[src/rtl/data_sync_launcher_pkg.sv]
// Shared definitions for the source-side CDC bus launcher: FSM encodings and
// the width rule for the ack-timeout counter.
package data_sync_launcher_pkg;

   typedef enum logic [1:0] {
      ST_IDLE    = 2'b00,
      ST_REQ     = 2'b01,
      ST_RELEASE = 2'b10
   } state_t;

   // A timeout of 0 disables the counter, but it still needs one bit to exist.
   function automatic int cnt_width(input int timeout);
      return (timeout < 1) ? 1 : $clog2(timeout + 1);
   endfunction

endpackage

[src/rtl/data_sync_launcher_if.sv]
// Handshake and launched-bus signals between a bridge, the launcher and the
// destination-domain synchronizer.
interface data_sync_launcher_if #(
   parameter int BUS_WIDTH = 8
) ();
   logic [BUS_WIDTH-1:0] in_data;
   logic                 in_valid;
   logic                 in_ready;
   logic                 ack_async;
   logic [BUS_WIDTH-1:0] unsync_bus;
   logic                 bus_enable;
   logic                 busy;
   logic                 done;
   logic                 timeout_err;

   // master: the launcher itself; slave: the bridge and destination side
   modport master (
      input  in_data, in_valid, ack_async,
      output in_ready, unsync_bus, bus_enable, busy, done, timeout_err
   );

   modport slave (
      output in_data, in_valid, ack_async,
      input  in_ready, unsync_bus, bus_enable, busy, done, timeout_err
   );
endinterface

[src/rtl/data_sync_launcher_ack_bit_sync.sv]
// Multi-flop synchronizer bringing the destination's level ack into CLK.
module data_sync_launcher_ack_bit_sync #(
   parameter int NUM_STAGES = 2
) (
   input  logic CLK,
   input  logic RST,
   input  logic ack_async,
   output logic ack_sync
);
   logic [NUM_STAGES-1:0] chain;

   always_ff @(posedge CLK) begin
      if (RST) begin
         chain <= '0;
      end else begin
         chain <= {chain[NUM_STAGES-2:0], ack_async};
      end
   end

   assign ack_sync = chain[NUM_STAGES-1];
endmodule

[src/rtl/data_sync_launcher.sv]
// Source-domain end of a four-phase multi-bit CDC: holds a captured word on
// unsync_bus, raises bus_enable, and waits for the synchronized ack to rise and fall.
module data_sync_launcher
   import data_sync_launcher_pkg::*;
#(
   parameter int BUS_WIDTH   = 8,
   parameter int NUM_STAGES  = 2,
   parameter int ACK_TIMEOUT = 255
) (
   input logic             CLK,
   input logic             RST,
   data_sync_launcher_if.master bus
);
   localparam int             CNT_W    = cnt_width(ACK_TIMEOUT);
   localparam logic [CNT_W-1:0] CNT_LAST = CNT_W'(ACK_TIMEOUT - 1);
   localparam logic [CNT_W-1:0] CNT_MAX  = '1;
   localparam bit             TO_EN    = (ACK_TIMEOUT != 0);

   state_t               state, state_nxt;
   logic [BUS_WIDTH-1:0] data_q, data_nxt;
   logic [CNT_W-1:0]     cnt_q, cnt_nxt;
   logic                 be_q, be_nxt;
   logic                 done_q, done_nxt;
   logic                 terr_q, terr_nxt;
   logic                 acked_q, acked_nxt;
   logic                 ack_sync;

   data_sync_launcher_ack_bit_sync #(
      .NUM_STAGES (NUM_STAGES)
   ) ack_bit_sync (
      .CLK       (CLK),
      .RST       (RST),
      .ack_async (bus.ack_async),
      .ack_sync  (ack_sync)
   );

   always_ff @(posedge CLK) begin
      if (RST) begin
         state <= ST_IDLE;
      end else begin
         state <= state_nxt;
      end
   end

   // acked_q remembers whether REQ ended by ack, so only real transfers report done.
   always_comb begin
      state_nxt = state;
      data_nxt  = data_q;
      cnt_nxt   = cnt_q;
      be_nxt    = be_q;
      acked_nxt = acked_q;
      done_nxt  = 1'b0;
      terr_nxt  = 1'b0;
      case (state)
         ST_IDLE: begin
            if (bus.in_valid) begin
               state_nxt = ST_REQ;
               data_nxt  = bus.in_data;
               be_nxt    = 1'b1;
               cnt_nxt   = '0;
               acked_nxt = 1'b0;
            end
         end
         ST_REQ: begin
            be_nxt = 1'b1;
            if (cnt_q != CNT_MAX) begin
               cnt_nxt = cnt_q + CNT_W'(1);
            end
            if (ack_sync) begin
               state_nxt = ST_RELEASE;
               be_nxt    = 1'b0;
               acked_nxt = 1'b1;
            end else if (TO_EN && (cnt_q == CNT_LAST)) begin
               state_nxt = ST_RELEASE;
               be_nxt    = 1'b0;
               terr_nxt  = 1'b1;
               acked_nxt = 1'b0;
            end
         end
         ST_RELEASE: begin
            be_nxt = 1'b0;
            if (!ack_sync) begin
               state_nxt = ST_IDLE;
               done_nxt  = acked_q;
               acked_nxt = 1'b0;
            end
         end
         default: begin
            state_nxt = ST_IDLE;
            be_nxt    = 1'b0;
         end
      endcase
   end

   always_ff @(posedge CLK) begin
      if (RST) begin
         data_q  <= '0;
         cnt_q   <= '0;
         be_q    <= 1'b0;
         done_q  <= 1'b0;
         terr_q  <= 1'b0;
         acked_q <= 1'b0;
      end else begin
         data_q  <= data_nxt;
         cnt_q   <= cnt_nxt;
         be_q    <= be_nxt;
         done_q  <= done_nxt;
         terr_q  <= terr_nxt;
         acked_q <= acked_nxt;
      end
   end

   assign bus.in_ready    = (state == ST_IDLE);
   assign bus.busy        = (state != ST_IDLE);
   assign bus.unsync_bus  = data_q;
   assign bus.bus_enable  = be_q;
   assign bus.done        = done_q;
   assign bus.timeout_err = terr_q;
endmodule

[src/flat_wrapper.sv]
// flat-port wrapper written by rule: the top's interface ports become plain ports
module data_sync_launcher_flat import data_sync_launcher_pkg::*;
#(
   parameter int BUS_WIDTH   = 8,
   parameter int NUM_STAGES  = 2,
   parameter int ACK_TIMEOUT = 255
)
  (CLK, RST, bus_in_data, bus_in_valid, bus_ack_async, bus_in_ready, bus_unsync_bus, bus_bus_enable, bus_busy, bus_done, bus_timeout_err);
  data_sync_launcher_if #(.BUS_WIDTH(BUS_WIDTH)) bus_i ();
  input logic CLK;
  input logic RST;
  input wire logic [$bits(bus_i.in_data)-1:0] bus_in_data;
  input wire logic [$bits(bus_i.in_valid)-1:0] bus_in_valid;
  input wire logic [$bits(bus_i.ack_async)-1:0] bus_ack_async;
  output wire logic [$bits(bus_i.in_ready)-1:0] bus_in_ready;
  output wire logic [$bits(bus_i.unsync_bus)-1:0] bus_unsync_bus;
  output wire logic [$bits(bus_i.bus_enable)-1:0] bus_bus_enable;
  output wire logic [$bits(bus_i.busy)-1:0] bus_busy;
  output wire logic [$bits(bus_i.done)-1:0] bus_done;
  output wire logic [$bits(bus_i.timeout_err)-1:0] bus_timeout_err;
  assign bus_i.in_data = bus_in_data;
  assign bus_i.in_valid = bus_in_valid;
  assign bus_i.ack_async = bus_ack_async;
  assign bus_in_ready = bus_i.in_ready;
  assign bus_unsync_bus = bus_i.unsync_bus;
  assign bus_bus_enable = bus_i.bus_enable;
  assign bus_busy = bus_i.busy;
  assign bus_done = bus_i.done;
  assign bus_timeout_err = bus_i.timeout_err;
  data_sync_launcher #(.BUS_WIDTH(BUS_WIDTH), .NUM_STAGES(NUM_STAGES), .ACK_TIMEOUT(ACK_TIMEOUT)) u_core (.CLK(CLK), .RST(RST), .bus(bus_i));
endmodule
[config.mk]
export PLATFORM = sky130hd
export DESIGN_NAME = data_sync_launcher_flat
export DESIGN_NICKNAME = d
export VERILOG_FILES = /design/src/rtl/data_sync_launcher_pkg.sv /design/src/rtl/data_sync_launcher_if.sv /design/src/rtl/data_sync_launcher_ack_bit_sync.sv /design/src/rtl/data_sync_launcher.sv /design/src/flat_wrapper.sv
export SDC_FILE = /design/constraint.sdc
export NUM_CORES = 1
export LEC_CHECK = 0
export ABC_AREA = 1
export CAP_MARGIN = 20
export CORE_MARGIN = 2
export CORE_UTILIZATION = 45
export CTS_CLUSTER_DIAMETER = 40
export DETAILED_ROUTE_END_ITERATION = 8
export GPL_ROUTABILITY_DRIVEN = 0
export HOLD_SLACK_MARGIN = 0.08
export PLACE_DENSITY_LB_ADDON = 0.05
export SYNTH_ARGS = -nofsm -noshare
export SYNTH_HDL_FRONTEND = slang
export SYNTH_HIERARCHICAL = 1
export SYNTH_SLANG_ARGS = --single-unit
[constraint.sdc]
create_clock -name CLK -period 2.5 [get_ports CLK]
set_clock_uncertainty 0.1 [all_clocks]
set_input_delay 0.25 -clock CLK [delete_from_list [all_inputs] [get_ports CLK]]
set_output_delay 0.25 -clock CLK [all_outputs]
set_load 0.02 [all_outputs]
Word-level counts from Yosys, hierarchy flattened
Index checks and enable logic that the tools add are counted.
- register bits after elaboration: 24
- input port bits: 12
- output and inout bits: 13
- logic and storage cells: 47
- add/sub/neg operators: 1
- equality and inequality tests: 8
- mux-type cells: 18
- bitwise logic cells: 2
- reduce and logical (&&, ||, !) cells: 10
- operator list (cell ; number):
    two-way mux 8 bit ; 2
    case mux 8 bit (2 select lines) ; 1
    adder 8 x 1 -> 8 bit (second input constant) ; 1
    equality test 8 bit (second input constant) ; 1
    two-way mux 1 bit ; 8
    two-way mux 2 bit ; 4
    != test 8 bit (second input constant) ; 1
    case mux 2 bit (3 select lines) ; 1
    AND reduction 3 bit ; 2
    OR reduction 3 bit ; 2
    != test 2 bit (second input constant) ; 2
    AND reduction 4 bit ; 1
    nonzero test 2 bit ; 2
    != test 3 x 2 -> 1 bit (second input constant) ; 1
    case mux 1 bit (3 select lines) ; 1
    nonzero test 3 bit ; 1
    equality test 2 x 1 -> 1 bit (second input constant) ; 1
    equality test 2 bit (second input constant) ; 1
    logical NOT 2 bit ; 1
    != test 2 x 1 -> 1 bit (second input constant) ; 1
    inverter 1 bit ; 2
    case mux 1 bit (2 select lines) ; 1
    AND reduction 2 bit ; 1

Depth between registers and ports, before layout
Gate-level depths: netlist (run 1).
- depth in word-level cells: 4
- depth in mapped cells: 10
- depth with buffers taken out: 10

Modules after synthesis
The synthesis (run 1) kept the hierarchy.
- modules (own cells, without submodules) (module ; times used ; cells an instance ; area an instance (µm²) ; seq. area each (µm²)):
    data_sync_launcher ; 1 ; 133 ; 1017.2 ; 440.4
    data_sync_launcher_ack_bit_sync ; 1 ; 6 ; 55.1 ; 40.0

Worst setup path before layout (run 1)
Ideal clock, no wire load.
- path type: register -> register
- start point: reg u_core.cnt_q[1]
- end point: reg u_core.cnt_q[2]
- setup time: 115 ps
- arrival: 1174 ps
- required time: 2285 ps
- setup slack: 1111 ps
- cell stages (with the launch flop): 9
- path buffers: 0
- cells stage by stage: dfxtp_1 > ha_1 > inv_1 > nor2_2 > nand2_1 > nand2_4 > nand2_8 > a21oi_1 > nor2_1
- longest elaborated chain between the ends: 3
- ends and longest elaborated chain (what ; RTL line ; source):
    from (decl) ; data_sync_launcher.sv:21 ; logic [CNT_W-1:0] cnt_q, cnt_nxt;
    from (signal assigned) ; data_sync_launcher.sv:105 ; cnt_q <= cnt_nxt;
    adder 8 x 1 -> 8 bit or != test 8 bit (tied branches) ; data_sync_launcher.sv:67, data_sync_launcher.sv:66 ;
    two-way mux 8 bit or != test 2 x 1 -> 1 bit (tied branches) ; -- ;
    case mux 8 bit (2 select lines) or AND reduction 3 bit (tied branches) ; -- ;
Several ways; a longest one is shown, not always the timed one. The select of a mux whose other input is x is not followed.
A chain may end at the register's enable or synchronous reset.

Final worst setup path (run 1)
- start point: reg u_core.state[1]
- end point: out bus_busy
- longest elaborated chain between the ends: 1
- ends and longest elaborated chain (what ; RTL line ; source):
    from (decl) ; data_sync_launcher.sv:19 ; state_t state, state_nxt;
    from (signal assigned) ; data_sync_launcher.sv:41 ; state <= state_nxt;
    nonzero test 2 bit ; data_sync_launcher.sv:114 ; assign bus.busy = (state != ST_IDLE);
    to (decl) ; flat_wrapper.sv:18 ; output wire logic [$bits(bus_i.busy)-1:0] bus_busy;
Every way passes these cells.

==> impl_metrics.env, run 1 <==
export IMPL_cts_sinks=24
export IMPL_reg2reg_from="u_core/cnt_q[1]"
export IMPL_mostFrequentLayoutCell="nor2_1"
export IMPL_vias=966
export IMPL_drtIter0Drc=17
export IMPL_end_kind="output port"
export IMPL_die_area_um2=2790
export IMPL_p_leak_nw=0.542
export IMPL_min_from="u_core/ack_bit_sync/chain[0]"
export IMPL_min_period_ns=1.95
export IMPL_power_w=0.000813
export IMPL_yosysWarnings=6
export IMPL_die_h_um=52.8
export IMPL_antenna_left=0
export IMPL_cts_hold_buf=0
export IMPL_grt_overflow=0
export IMPL_io_pins=25
export IMPL_grt_pass1_wl_um=3740
export IMPL_tightest_slew_ns=0.302
export IMPL_grt_pass1_vias=927
export IMPL_synth_fp_nets=153
export IMPL_hold_ws_ns=0.318
export IMPL_post_cts_resized=0
export IMPL_avgRoutedWirePerCell_um=11.2
export IMPL_hold_class="reg -> reg"
export IMPL_syn2layout_area_growth_pct=28.0
export IMPL_final_cell_mix="29 x nor2_1, 24 x clkdlybuf4s50_1, 24 x dfxtp_1, 15 x nand2_1"
export IMPL_final_nets=180
export IMPL_rows=17
export IMPL_path_class="reg -> out"
export IMPL_critPathRequiredTime_ns=2.15
export IMPL_io_buffers=24
export IMPL_crit_start="u_core/state[1]"
export IMPL_avgSynthCellArea_um2=7.71
export IMPL_setup_violations=0
export IMPL_finalHoldViolations=0
export IMPL_finalCritPeriodShare=0.778
export IMPL_status="finished, final reports clean"
export IMPL_clkLatencyLatePin_ns=0.32
export IMPL_postCtsSetupBuffers=0
export IMPL_antenna_found_initial=0
export IMPL_synth_seq_cells=24
export IMPL_relSlewSlack=0.798
export IMPL_dr_pass1_iters=4
export IMPL_powerDensity_nw_per_um2=593
export IMPL_core_area_um2=2230
export IMPL_syn_area_um2=1070
export IMPL_peakVddDrop_uv=363
export IMPL_cts_inserted_buffers=3
export IMPL_drc=0
export IMPL_grt_max_degree=14
export IMPL_ys_seq_area_frac=0.448
export IMPL_ys_types=24
export IMPL_die_w_um=52.8
export IMPL_drive_gt1_frac=0.115
export IMPL_fin_util=0.615
export IMPL_initial_core_util=0.480
export IMPL_crit_path_max_fanout=5
export IMPL_postSynthCellCount=139
export IMPL_worstPathArrival_ns=1.60
export IMPL_fmax_mhz=514
export IMPL_ctsLongestPathBuffers=2
export IMPL_design_area_um2=1370
export IMPL_path_clk_slew_ns=0.13
export IMPL_antennaDiodeCount=0
export IMPL_vias_per_cell=5.01
export IMPL_cp_start_kind="flip-flop"
export IMPL_slew_viol_final=0
export IMPL_rsz0062_at_grt="no"
export IMPL_nFillCells=215
export IMPL_totalWireLength_um=2160
export IMPL_cap_viol_max_count=0
export IMPL_cts_tree="yes"
export IMPL_grt_total_usage=0.183
export IMPL_hpwl_um=1620
export IMPL_dpl_cell_area_um2=1340
export IMPL_cts_root_buf="clkbuf_4"
export IMPL_h_tree_depth=1
export IMPL_fin_setup_tns_ns=0
-- metrics by stage --
stage	worst slack, ns	std cells
after global placement	0.886	189
after global routing	0.464	193
after detailed placement	0.872	189
after floorplan	1.11	139
after CTS	0.524	193
final	0.555	193
-- sequential cells by signal, indices dropped and copies added (netlist names) --
register	flops
u_core/ack_bit_sync/chain	2
u_core/cnt_q	8
u_core/bus.timeout_err	1
u_core/acked_q	1
u_core/bus.done	1
u_core/bus.bus_enable	1
u_core/bus.unsync_bus	8
u_core/state	2
-- cells by family after synthesis --
| logic type | after synthesis | share of synthesized area |
|---|---|---|
| flops | 24 | 0.448 |
| compound gates | 24 | 0.114 |
| simple gates | 70 | 0.334 |
| fa+ha+maj | 2 | 0.0233 |
| buf+inv | 19 | 0.0805 |
-- area by class of cell --
| cell class | instances | area [µm²] | area share |
|---|---|---|---|
| Inverter | 16 | 67.6 | 0.0492 |
| Timing Repair Buffer | 25 | 248 | 0.180 |
| Multi-Input combinational cell | 96 | 505 | 0.368 |
| Tap cell | 28 | 35.0 | 0.0255 |
| Clock buffer | 4 | 36.3 | 0.0264 |
| Sequential cell | 24 | 480 | 0.350 |
-- metal layers --
metal,track usage,vias up,wire length (µm)
met2,0.321,24,1030
met1,0.204,440,984
met5,0,-,0
met3,0.0371,4,111
met4,0.103,0,33
li1,-,498,-
-- final timing paths --
| kind | to | slack, ns | cells after the start |
|---|---|---|---|
| worst min-delay path | u_core/ack_bit_sync/chain[1] | 0.32 | 2 |
| worst max register to register | u_core/cnt_q[5] | 0.92 | 8 |
| worst max-delay path | bus_busy | 0.55 | 3 |
| worst min register to register | u_core/ack_bit_sync/chain[1] | 0.32 | 2 |
-- synthesized netlist by cell type (all sizes together) --
master | number | area [µm²]
dfxtp | 24 | 480
nand2 | 19 | 105
clkbuf | 2 | 7.51
a21oi | 9 | 45.0
nand3 | 13 | 65.1
nor3 | 1 | 5.00
o21ai | 14 | 70.1
nor2 | 35 | 170
buf | 1 | 11.3
nor4 | 1 | 6.26
nand4 | 1 | 6.26
ha | 2 | 25.0
o21a | 1 | 7.51
inv | 16 | 67.6
-- where the power goes --
group	internal, W	leakage [nW]	switching [W]	total, W
sequential	0.000406	0.197	0.0000167	0.000423
combinational	0.0000811	0.324	0.000103	0.000185
clock	0.0000891	0.0210	0.000117	0.000206
-- critical path: stages, from the launching register on --
cell and delay (ns):
dfxtp_1 0.50, nor2_4 0.09, inv_4 0.09, clkdlybuf4s50_1 0.60
(Power assumes the default switching activity.)
==> run 2: changes to the inputs <==
--- a/config.mk
+++ b/config.mk
@@ -8,7 +8,7 @@
 export ABC_AREA = 1
 export CAP_MARGIN = 20
 export CORE_MARGIN = 2
-export CORE_UTILIZATION = 45
+export CORE_UTILIZATION = 43
 export CTS_CLUSTER_DIAMETER = 40
 export DETAILED_ROUTE_END_ITERATION = 8
 export GPL_ROUTABILITY_DRIVEN = 0
==> constraint.sdc (replaced) <==
create_clock -name CLK -period 1.6 [get_ports CLK]
set_clock_uncertainty 0.1 [all_clocks]
set_input_delay 0.16 -clock CLK [delete_from_list [all_inputs] [get_ports CLK]]
set_output_delay 0.16 -clock CLK [all_outputs]
set_load 0.02 [all_outputs]
==> run 2 against run 1 <==
Non-clock buffer count rose by 3; sequential share of layout area fell by 0.16 points; clock-buffer cell count fell by 1; largest cell class unchanged.
==> impl_metrics.env, run 2 (synthesis results as in run 1) <==
export IMPL_status="finished, final reports clean"
export IMPL_die_area_um2=2910
export IMPL_drtIter0Drc=20
export IMPL_peakVddDrop_uv=719
export IMPL_crit_path_max_fanout=2
export IMPL_ctsLongestPathBuffers=2
export IMPL_powerDensity_nw_per_um2=870
export IMPL_fin_setup_tns_ns=0
export IMPL_cts_root_buf="clkbuf_4"
export IMPL_mostFrequentLayoutCell="nor2_1"
export IMPL_grt_max_degree=14
export IMPL_critPathRequiredTime_ns=1.34
export IMPL_avgRoutedWirePerCell_um=10.8
export IMPL_hold_class="in -> reg"
export IMPL_min_period_ns=1.52
export IMPL_antennaDiodeCount=0
export IMPL_initial_core_util=0.445
export IMPL_tightest_slew_ns=0.314
export IMPL_slowest_stage="clkdlybuf4s50_1"
export IMPL_worstPathArrival_ns=1.26
export IMPL_hpwl_um=1670
export IMPL_relSlewSlack=0.790
export IMPL_die_w_um=53.9
export IMPL_finalCritPeriodShare=0.949
export IMPL_clkLatencyLatePin_ns=0.30
export IMPL_slew_viol_final=0
export IMPL_cts_inserted_buffers=3
export IMPL_core_area_um2=2410
export IMPL_syn2layout_area_growth_pct=28.9
export IMPL_h_tree_depth=1
export IMPL_cts_tree="yes"
export IMPL_grt_total_usage=0.171
export IMPL_drive_gt1_frac=0.132
export IMPL_grt_pass1_vias=912
export IMPL_die_h_um=53.9
export IMPL_io_pins=25
export IMPL_final_nets=183
export IMPL_io_buffers=24
export IMPL_slowest_delay_ns=0.61
export IMPL_grt_overflow=0
export IMPL_path_clk_slew_ns=0.12
export IMPL_path_buf_inv=1
export IMPL_path_class="reg -> out"
export IMPL_path_delay_family="buffers and inverters"
export IMPL_cp_start_kind="flip-flop"
export IMPL_cts_sinks=24
export IMPL_cap_viol_max_count=0
export IMPL_finalHoldViolations=0
export IMPL_antenna_found_initial=0
export IMPL_hold_ws_ns=0.257
export IMPL_totalWireLength_um=2130
export IMPL_final_cell_mix="29 x nor2_1, 23 x dfxtp_1, 22 x clkdlybuf4s50_1, 15 x nand2_1"
export IMPL_antenna_left=0
export IMPL_rsz0062_at_grt="no"
export IMPL_path_cells="clkdlybuf4s50_1"
export IMPL_grt_pass1_wl_um=3640
export IMPL_dr_pass1_iters=4
export IMPL_vias_per_cell=4.91
export IMPL_rows=18
export IMPL_fmax_mhz=658
export IMPL_p_leak_nw=0.554
export IMPL_end_kind="output port"
export IMPL_setup_violations=0
export IMPL_drc=0
export IMPL_vias=968
[run 2: changes by cell type in the layout (fill, tap and decap cells not counted)]
cell,delta
clkdlybuf4s50_1,-2
dlygate4sd2_1,+2
clkbuf_8,-1
buf_4,+3
dfxtp_1,-1
dfxtp_2,+1
[run 2: through the flow]
step	setup WS [ns]	area, µm²	util	power, W	cells
finish	0.0808	1380	0.574	0.00120	197
global route	0.0103	1380	0.574	0.00127	197
CTS	0.0524	1380	0.573	0.00123	197
detailed placement	0.127	1360	0.565	0.000970	194
global placement	0.150	1360	0.565	0.000967	194
floorplan	0.211	1070	-	0.000851	139
[run 2: timing repair]
item,4_1_cts,5_1_grt
resized for setup,2,1
hold buffers,0,0
endpoints found under the setup margin,2,3
buffers inserted,0,0
[run 2: final cells by class]
type	instances	area (µm²)
flip-flops and latches	24	482
inverters	16	67.6
well taps	30	37.5
repair buffers	28	268
fillers	234	1030
clock buffers	3	22.5
multi-input cells	96	505
[run 2: worst paths after layout]
check / from / to / slack [ns] / depth (start not counted)
setup / recovery: u_core/bus.unsync_bus[4] / bus_unsync_bus[4] / 0.08 / 1
setup reg to reg: u_core/cnt_q[0] / u_core/cnt_q[6] / 0.11 / 8
hold reg to reg: u_core/ack_bit_sync/chain[0] / u_core/ack_bit_sync/chain[1] / 0.31 / 2
hold / removal: bus_ack_async / u_core/ack_bit_sync/chain[0] / 0.26 / 3
[run 2: where the power goes]
part,internal [W],total [W],switching [W],leakage [nW]
sequential,0.000635,0.000658,0.0000231,0.197
clock,0.0000877,0.000253,0.000166,0.0138
combinational,0.000127,0.000292,0.000165,0.343
[run 2: per-layer routing]
layer | share of wire | GRT usage
met5 | 0 | 0
met4 | 0.0066 | 0.0812
met3 | 0.029 | 0.0250
met2 | 0.47 | 0.266
met1 | 0.49 | 0.231
==> run 3: changes to the inputs <==
--- a/config.mk
+++ b/config.mk
@@ -6,9 +6,11 @@
 export NUM_CORES = 1
 export LEC_CHECK = 0
 export ABC_AREA = 1
+export ABC_CLOCK_PERIOD_IN_PS = 1600
 export CAP_MARGIN = 20
 export CORE_MARGIN = 2
-export CORE_UTILIZATION = 43
+export CORE_UTILIZATION = 45
+export CTS_BUF_LIST = sky130_fd_sc_hd__clkbuf_4 sky130_fd_sc_hd__clkbuf_8
 export CTS_CLUSTER_DIAMETER = 40
 export DETAILED_ROUTE_END_ITERATION = 8
 export GPL_ROUTABILITY_DRIVEN = 0
==> constraint.sdc (replaced) <==
create_clock -name CLK -period 1.6 [get_ports CLK]
set_clock_uncertainty 0.1 [all_clocks]
set_input_delay 0.16 -clock CLK [delete_from_list [all_inputs] [get_ports CLK]]
set_output_delay 0.16 -clock CLK [all_outputs]
set_load 0.05 [all_outputs]
==> run 3 against run 2 <==
Sequential cell count unchanged; sequential share of layout area increased by 0.38 points; largest cell class unchanged; wire length increased by 4.9%.
==> impl_metrics.env, run 3 (synthesis results as in run 1) <==
export IMPL_totalWireLength_um=2230
export IMPL_crit_path_max_fanout=7
export IMPL_nFillCells=212
export IMPL_end_kind="flip-flop"
export IMPL_p_seq_frac=0.510
export IMPL_fmax_mhz=672
export IMPL_min_from="bus_ack_async"
export IMPL_drive_gt1_frac=0.205
export IMPL_path_buf_inv=1
export IMPL_power_clock_fraction=0.201
export IMPL_mostFrequentLayoutCell="nor2_1"
export IMPL_io_buffers=24
export IMPL_vias_per_cell=4.87
export IMPL_pre_cts_slack_ns=0.0873
export IMPL_io_pins=25
export IMPL_p_leak_nw=0.575
export IMPL_grt_overflow=0
export IMPL_core_area_um2=2230
export IMPL_design_area_um2=1370
export IMPL_postCtsSetupBuffers=0
export IMPL_slowest_stage="dfxtp_2"
export IMPL_slew_viol_final=0
export IMPL_setup_violations=0
export IMPL_ctsLongestPathBuffers=2
export IMPL_drc=0
export IMPL_cts_tree="yes"
export IMPL_final_nets=182
export IMPL_min_to="u_core/ack_bit_sync/chain[0]"
export IMPL_worstPathArrival_ns=1.60
export IMPL_swShare=0.337
export IMPL_r2r_slack_ns=0.11
export IMPL_rsz0062_at_grt="yes"
export IMPL_multiInputGateArea_um2=505
export IMPL_reg2reg_from="u_core/cnt_q[1]"
export IMPL_vias=944
export IMPL_clkLatencyLatePin_ns=0.31
export IMPL_initial_core_util=0.480
export IMPL_path_class="reg -> reg"
export IMPL_antenna_found_initial=0
export IMPL_path_clk_slew_ns=0.13
export IMPL_antennaDiodeCount=0
export IMPL_die_h_um=52.8
export IMPL_cts_root_buf="clkbuf_4"
export IMPL_cts_sinks=24
export IMPL_hpwl_um=1640
export IMPL_min_path_cells=3
export IMPL_final_cell_mix="29 x nor2_1, 23 x dfxtp_1, 15 x nand2_1, 14 x buf_4"
export IMPL_drtIter0Drc=21
export IMPL_min_period_ns=1.49
export IMPL_hold_class="in -> reg"
export IMPL_syn2layout_area_growth_pct=27.5
export IMPL_critPathRequiredTime_ns=1.71
export IMPL_die_w_um=52.8
export IMPL_grt_pass1_vias=875
export IMPL_peakVddDrop_uv=634
export IMPL_seqCellArea_um2=482
export IMPL_grt_total_usage=0.191
export IMPL_reg2reg_depth=8
export IMPL_dr_pass1_iters=6
export IMPL_status="finished, final reports clean"
export IMPL_powerDensity_nw_per_um2=948
export IMPL_rows=17
export IMPL_reg2reg_to="u_core/cnt_q[5]"
export IMPL_setup_ws_ns=0.112
export IMPL_avgRoutedWirePerCell_um=11.5
export IMPL_cap_viol_max_count=0
export IMPL_relSlewSlack=0.785
export IMPL_antenna_left=0
export IMPL_p_sw_w=0.000437
export IMPL_h_tree_depth=1
export IMPL_fin_setup_tns_ns=0
export IMPL_die_area_um2=2790
export IMPL_dpl_cell_area_um2=1340
export IMPL_grt_max_degree=14
export IMPL_path_cells="ha_1, inv_1, nor2_2, nand2_1, nand2_4, nand2_8, a21oi_1, nor2_1"
export IMPL_p_comb_frac=0.290
export IMPL_grt_pass1_wl_um=3860
export IMPL_path_delay_family="simple AND/OR/NAND/NOR gates"
export IMPL_internal_power_w=0.000860
export IMPL_tightest_slew_ns=0.322
export IMPL_slowest_delay_ns=0.38
export IMPL_cp_start_kind="flip-flop"
export IMPL_finalHoldViolations=0
export IMPL_finalCritPeriodShare=0.930
export IMPL_cts_inserted_buffers=3
-- run 3: changes by cell type in the layout (fill, tap and decap cells not counted) --
cell / change
buf_4: +10
dlygate4sd2_1: -2
buf_12: +2
clkdlybuf4s50_1: -11
-- run 3: how the worst max path moves through the flow --
stage | start | endpoint | cells after the start
finish | u_core/cnt_q[1] | u_core/cnt_q[5] | 8
global route | u_core/cnt_q[1] | u_core/cnt_q[5] | 8
CTS | u_core/cnt_q[1] | u_core/cnt_q[5] | 8
detailed placement | u_core/cnt_q[1] | u_core/cnt_q[5] | 8
global placement | bus_in_valid | u_core/cnt_q[7] | 8
floorplan | u_core/state[1] | u_core/cnt_q[0] | 7
-- run 3: power by group through the flow --
stage                     clock network (W)  logic (W)  registers (W)
final                              0.000260   0.000376       0.000661
after CTS                          0.000270   0.000377       0.000660
after global routing               0.000297   0.000405       0.000667
after global placement                    0   0.000372       0.000672
after floorplan                           0   0.000169       0.000753
after detailed placement                  0   0.000376       0.000673
-- run 3: area by class of cell --
type	count	area share
inverter	16	0.0494
timing repair buffer	27	0.187
multi-input combinational	96	0.370
sequential	24	0.352
clock buffer	3	0.0165
tap	28	0.0256
-- run 3: timing repair --
| action | 4_1_cts | 5_1_grt |
|---|---|---|
| hold buffers | 0 | 0 |
| resized for setup | 0 | 1 |
| endpoints found under the setup margin | 0 | 5 |
-- run 3: metrics by stage --
stage,total power [W],instances,hold WS (ns),utilization
after floorplan,0.000922,139,0.131,-
after global placement,0.00104,191,0.290,0.602
after detailed placement,0.00105,191,0.294,0.602
after CTS,0.00131,194,0.259,0.612
after global routing,0.00137,194,0.258,0.612
final,0.00130,194,0.262,0.612
-- run 3: routing by layer --
| layer | up-vias | wire length (µm) | GRT usage |
|---|---|---|---|
| li1 | 501 | - | - |
| met3 | 2 | 76 | 0.0429 |
| met2 | 18 | 1090 | 0.313 |
| met1 | 423 | 1050 | 0.247 |
| met4 | 0 | 17 | 0.0641 |
| met5 | - | 0 | 0 |
-- run 3: tightest hold or removal path, stage by stage --
cell and delay (ns):
clkdlybuf4s50_1 0.40, inv_1 0.05, nor2_1 0.03
